==> config.mk <==
export PLATFORM = sky130hd
export DESIGN_NAME = truth_table_sweeper_flat
export DESIGN_NICKNAME = d
export VERILOG_FILES = /design/src/rtl/truth_table_sweeper_if.sv /design/src/rtl/truth_table_sweeper.sv /design/src/flat_wrapper.sv
export SDC_FILE = /design/constraint.sdc
export NUM_CORES = 1
export LEC_CHECK = 0
export BUFFER_PORTS_ARGS = -buffer_cell sky130_fd_sc_hd__buf_2
export CAP_MARGIN = 20
export CORE_MARGIN = 4
export CORE_UTILIZATION = 50
export CTS_BUF_LIST = sky130_fd_sc_hd__clkbuf_8
export DETAILED_ROUTE_END_ITERATION = 10
export GPL_TIMING_DRIVEN = 1
export PLACE_DENSITY = 0.73
export SLEW_MARGIN = 0
export SYNTH_ARGS = -nofsm -noshare
export SYNTH_HDL_FRONTEND = slang
export SYNTH_SLANG_ARGS = --single-unit
==> constraint.sdc <==
create_clock -name clk -period 5.1 [get_ports clk]
set_clock_uncertainty 0.05 [all_clocks]
set_input_delay 1.02 -clock clk [delete_from_list [all_inputs] [get_ports clk]]
set_output_delay 1.02 -clock clk [all_outputs]
set_load 0.02 [all_outputs]
==> src/rtl/truth_table_sweeper_if.sv <==
// truth_table_sweeper_if: bus between the truth-table sweeper and its environment.
// start/abort request or cancel a sweep, f_in is the response of the function under test,
// w/x/y/z drive that function, busy/done report progress, and table_out/mismatch_cnt/match
// carry the result of the last sweep.
`timescale 1ns/1ps
interface truth_table_sweeper_if;
   logic        start;
   logic        abort;
   logic        f_in;
   logic        w;
   logic        x;
   logic        y;
   logic        z;
   logic        busy;
   logic        done;
   logic [15:0] table_out;
   logic [4:0]  mismatch_cnt;
   logic        match;
   modport master (
      output start, abort, f_in,
      input  w, x, y, z, busy, done, table_out, mismatch_cnt, match
   );
   modport slave (
      input  start, abort, f_in,
      output w, x, y, z, busy, done, table_out, mismatch_cnt, match
   );
endinterface

==> src/rtl/truth_table_sweeper.sv <==
// truth_table_sweeper: drives all 16 vectors {w,x,y,z} into a 4-input function, holds each
// for SETTLE cycles, captures f_in into table_out and counts differences from EXPECTED.
// Ports: clk (rising-edge clock), rst_n (asynchronous active-low reset),
//        bus (slave side: start/abort/f_in in; w/x/y/z, busy, done, table_out,
//        mismatch_cnt, match out).
`timescale 1ns/1ps
module truth_table_sweeper #(
   parameter int          SETTLE   = 1,
   parameter logic [15:0] EXPECTED = 16'h1F55
) (
   input logic                  clk,
   input logic                  rst_n,
   truth_table_sweeper_if.slave bus
);
   typedef enum logic [1:0] {IDLE, SWEEP, FIN} state_t;
   state_t      state, state_nxt;
   logic [3:0]  idx;
   logic [3:0]  cnt;
   logic [15:0] tbl;
   logic [4:0]  mis;
   logic [4:0]  mis_nxt;
   logic        match_q;
   logic        sample;
   // The last cycle of each vector's settle window; abort takes priority over sampling.
   assign sample  = state == SWEEP && !bus.abort && cnt == 4'(SETTLE - 1);
   assign mis_nxt = (bus.f_in != EXPECTED[idx] && mis != 5'd16) ? mis + 5'd1 : mis;
   always_ff @(posedge clk or negedge rst_n)
      if (!rst_n) state <= IDLE;
      else        state <= state_nxt;
   always_comb begin
      state_nxt = state;
      case (state)
         IDLE:    state_nxt = bus.start ? SWEEP : IDLE;
         SWEEP:   state_nxt = bus.abort ? IDLE : (sample && idx == 4'hF) ? FIN : SWEEP;
         default: state_nxt = IDLE;
      endcase
   end
   // idx doubles as the registered stimulus; it is returned to 0 whenever the sweep
   // ends (wrap after vector 15, or abort) so the outputs read 0 outside SWEEP.
   always_ff @(posedge clk or negedge rst_n) begin
      if (!rst_n) begin
         idx     <= '0;
         cnt     <= '0;
         tbl     <= '0;
         mis     <= '0;
         match_q <= 1'b0;
      end else if (state == IDLE && bus.start) begin
         idx     <= '0;
         cnt     <= '0;
         tbl     <= '0;
         mis     <= '0;
         match_q <= 1'b0;
      end else if (state == SWEEP) begin
         if (bus.abort) begin
            idx <= '0;
            cnt <= '0;
         end else if (sample) begin
            tbl[idx] <= bus.f_in;
            mis      <= mis_nxt;
            cnt      <= '0;
            idx      <= idx + 4'd1;
            if (idx == 4'hF) match_q <= mis_nxt == 5'd0;
         end else begin
            cnt <= cnt + 4'd1;
         end
      end
   end
   assign {bus.w, bus.x, bus.y, bus.z} = idx;
   assign bus.busy         = state == SWEEP;
   assign bus.done         = state == FIN;
   assign bus.table_out    = tbl;
   assign bus.mismatch_cnt = mis;
   assign bus.match        = match_q;
endmodule

==> src/flat_wrapper.sv <==
// flat-port wrapper written by rule: the top's interface ports become plain ports
module truth_table_sweeper_flat 
#(
   parameter int          SETTLE   = 1,
   parameter logic [15:0] EXPECTED = 16'h1F55
)
  (clk, rst_n, bus_start, bus_abort, bus_f_in, bus_w, bus_x, bus_y, bus_z, bus_busy, bus_done, bus_table_out, bus_mismatch_cnt, bus_match);
  truth_table_sweeper_if bus_i ();
  input logic clk;
  input logic rst_n;
  input wire logic [$bits(bus_i.start)-1:0] bus_start;
  input wire logic [$bits(bus_i.abort)-1:0] bus_abort;
  input wire logic [$bits(bus_i.f_in)-1:0] bus_f_in;
  output wire logic [$bits(bus_i.w)-1:0] bus_w;
  output wire logic [$bits(bus_i.x)-1:0] bus_x;
  output wire logic [$bits(bus_i.y)-1:0] bus_y;
  output wire logic [$bits(bus_i.z)-1:0] bus_z;
  output wire logic [$bits(bus_i.busy)-1:0] bus_busy;
  output wire logic [$bits(bus_i.done)-1:0] bus_done;
  output wire logic [$bits(bus_i.table_out)-1:0] bus_table_out;
  output wire logic [$bits(bus_i.mismatch_cnt)-1:0] bus_mismatch_cnt;
  output wire logic [$bits(bus_i.match)-1:0] bus_match;
  assign bus_i.start = bus_start;
  assign bus_i.abort = bus_abort;
  assign bus_i.f_in = bus_f_in;
  assign bus_w = bus_i.w;
  assign bus_x = bus_i.x;
  assign bus_y = bus_i.y;
  assign bus_z = bus_i.z;
  assign bus_busy = bus_i.busy;
  assign bus_done = bus_i.done;
  assign bus_table_out = bus_i.table_out;
  assign bus_mismatch_cnt = bus_i.mismatch_cnt;
  assign bus_match = bus_i.match;
  truth_table_sweeper #(.SETTLE(SETTLE), .EXPECTED(EXPECTED)) u_core (.clk(clk), .rst_n(rst_n), .bus(bus_i));
endmodule
==> flow_metrics.tcl <==
set metrics [dict create \
    synth_nets 201 \
    drt_pass1_iterations 4 \
    layout-drive-gt1-share_pct 22.2 \
    slew_headroom_pct 52.9 \
    ys_types 44 \
    cp-start-kind "primary input" \
    synth.area.top_cells "dfrtp_1 44%, mux2i_1 8.2%, nor2_1 5.9%" \
    synthAdderAreaFrac_pct 5.46 \
    routed_wl_um 3810 \
    diodes 0 \
    io_pins 33 \
    fin_setup_tns_ns 0 \
    overflow 0 \
    cts_buffers 5 \
    port_buffers 32 \
    syn_to_final_growth_pct 13.2 \
    hold_violations 0 \
    clock_latency_ns 0.28 \
    reg2reg_depth 7 \
    worstHoldPathType "flop to flop" \
    cts_tree "built" \
    synth-xor-area-share_pct 2.39 \
    synth_edf_count 0 \
    first_iter_violations 100 \
    antenna_found_initial 0 \
    gp_congestion 0.904 \
    htreeDepth 2 \
    synthSimpleGateAreaFrac_pct 24.4 \
    yosys.area.top_type "dfrtp_1" \
    die_area_um2 4700 \
    finalCritPeriodShare_pct 49.7 \
    critPathKind "primary input to flop" \
    preCtsSetupSlack_ns 2.25 \
    cp.required_ns 5.22 \
    ys.flop_type "dfrtp_1" \
    synth_compound_area_share_pct 9.97 \
    synth_top_family_by_area "simple AND/OR/NAND/NOR gates" \
    avgSynthCellArea_um2 9.75 \
    post_cts_resized 0 \
    drtAntennaViolNets 0 \
    clock_path_buffers 2 \
    min_path_cells 2 \
    r2r_start "u_core.idx[0]$_DFFE_PN0P_" \
    ys_async_sr_fraction_pct 100 \
    seq_area_frac_synth_pct 43.7 \
    clkTransAtPathRegs_ns 0.06 \
    vias 1469 \
    finalInstanceArea_um2 2080 \
    synth_area_um2 1830 \
    crit_fanout 18 \
    end_kind "flop" \
    final-setup-viol-count 0 \
    worstHoldStart "u_core.bus.table_out[3]$_DFFE_PN0P_" \
    ys.warnings.count 0 \
    grt_usage_pct 19.0 \
    fp.dieH_um 68.5 \
    initial_core_util_pct 53.3 \
    fp.coreArea_um2 3440 \
    row_count 21 \
    yosys-top-cells-count "32 x dfrtp_1, 29 x nor2_1, 18 x nand3_1, 15 x mux2i_1, 9 x nand2_1" \
    max_cap_violations 0 \
    synth_top_area_share_pct 43.7 \
    slew_viol_final 0 \
    r2r-end "u_core.bus.match$_DFFE_PN0P_" \
    leakage_nw 1.14 \
    post_drt_wl_per_cell_um 14.5 \
    holdPathEnd "u_core.bus.table_out[3]$_DFFE_PN0P_" \
    die_x_um 68.5 \
    fillers 319 \
    dp_cells 255 \
    cts_root_buf "clkbuf_8" \
    powerDensity_nw_per_um2 353 \
    rsz0062_at_grt "no" \
    viasPerCell 5.61 \
    drc 0 \
    grt_pass1_vias 1458 \
    hold_buffers 0 \
    synthCells 188 \
    post-synth-top-count-cell "dfrtp_1" \
    dpl_cell_area_um2 1980 \
    irDropWorstVdd_uv 204 \
    grt_pass1_wl_um 6690 \
    ys_ff_latch 32 \
    cts_setup_buffers 0 \
    status "finished clean" \
    finalCriticalPeriod_ns 2.53 \
    tightest_slew_ns 0.707 \
    final_nets 229 \
    cp.arrival_ns 2.65 \
    fmax_ghz 0.395 \
    place_hpwl_um 2790 \
    yosys-mux-area-fraction_pct 8.81 \
    fin_cells 262 \
    reg2reg_setup_slack_ns 2.80 \
    clkSinkCount 32 \
    worst_slack_ns 2.57 \
    grt_max_degree 33 \
]
==> area by class of cell <==
type / count / area [um^2] / area share [%]
multi-input combinational: 138 / 935 / 45.0
sequential: 32 / 801 / 38.6
tap: 46 / 57.6 / 2.77
clock buffer: 7 / 96.3 / 4.64
inverter: 7 / 26.3 / 1.27
timing repair buffer: 32 / 160 / 7.72
==> sequential cells by signal, summed over array words and instances, names as in the netlist <==
signal and flops:
u_core.idx 4, u_core.cnt 4, u_core.bus.match 1, u_core.bus.table_out 16, u_core.bus.mismatch_cnt 5, u_core.state 2
==> layer usage <==
| metal | global-route usage, % | vias up | share of wire, % |
|---|---|---|---|
| met3 | 4.54 | 9 | 6.3 |
| met4 | 6.70 | 0 | 1.4 |
| met2 | 31.7 | 53 | 48 |
| met5 | 0 | - | 0 |
| met1 | 23.9 | 697 | 44 |
| li1 | - | 710 | - |
==> critical path: stages <==
cell	delay, ns
buf_2	0.13
nor4b_4	0.43
and2_1	0.54
nand4_1	0.18
xnor2_1	0.15
a22o_1	0.20
==> cells by family after synthesis <==
logic type,count (synthesis)
simple gates,84
mux,16
fa+ha+maj,8
compound gates,25
flops,32
xor+xnor,5
buf+inv,18
==> where the power goes <==
part           internal (mW)  switching, mW  leakage [nW]
clock                  0.120         0.0881        0.0503
combinational         0.0820          0.133         0.651
sequential             0.275         0.0341         0.440
total                  0.477          0.256          1.14
==> placed cells by master (no fill, tap or decap), types with 3 or more instances in the layout <==
| cell type | synthesis | final |
|---|---|---|
| buf_2 | 0 | 32 |
| dfrtp_1 | 32 | 32 |
| nor2_1 | 29 | 29 |
| nand3_1 | 18 | 18 |
| mux2i_1 | 15 | 15 |
| nand2_1 | 9 | 9 |
| ha_1 | 8 | 8 |
| inv_1 | 7 | 7 |
| clkbuf_8 | 0 | 7 |
| o21ai_0 | 5 | 5 |
| nor3_1 | 4 | 4 |
| and2_1 | 3 | 3 |
| o31ai_1 | 3 | 3 |
| a21oi_1 | 3 | 3 |
| nand3b_1 | 3 | 3 |
| a22o_1 | 3 | 3 |
| nand4_1 | 3 | 3 |
| xnor2_1 | 3 | 3 |
==> metrics by stage <==
| step | hold slack, ns | util, % | total power, mW |
|---|---|---|---|
| 5_1_grt | 0.498 | 60.3 | 0.782 |
| 6_report | 0.466 | 60.3 | 0.733 |
| 4_1_cts | 0.474 | 60.3 | 0.737 |
| 3_3_place_gp | 0.447 | 57.5 | 0.520 |
| 3_5_place_dp | 0.460 | 57.5 | 0.528 |
| 2_1_floorplan | 0.507 | - | 0.475 |
==> how the worst max path moves through the flow <==
stage,from,endpoint,slack [ns],cells after the start
after detailed placement,bus_abort,u_core.idx[3]$_DFFE_PN0P_,2.25,6
after floorplan,bus_f_in,u_core.bus.match$_DFFE_PN0P_,2.71,6
after global routing,bus_abort,u_core.bus.table_out[4]$_DFFE_PN0P_,2.40,6
after global placement,bus_abort,u_core.idx[3]$_DFFE_PN0P_,2.31,6
after CTS,bus_abort,u_core.idx[3]$_DFFE_PN0P_,2.55,6
final,bus_abort,u_core.idx[3]$_DFFE_PN0P_,2.57,6
No activity file was read; power rests on OpenSTA's default activity.
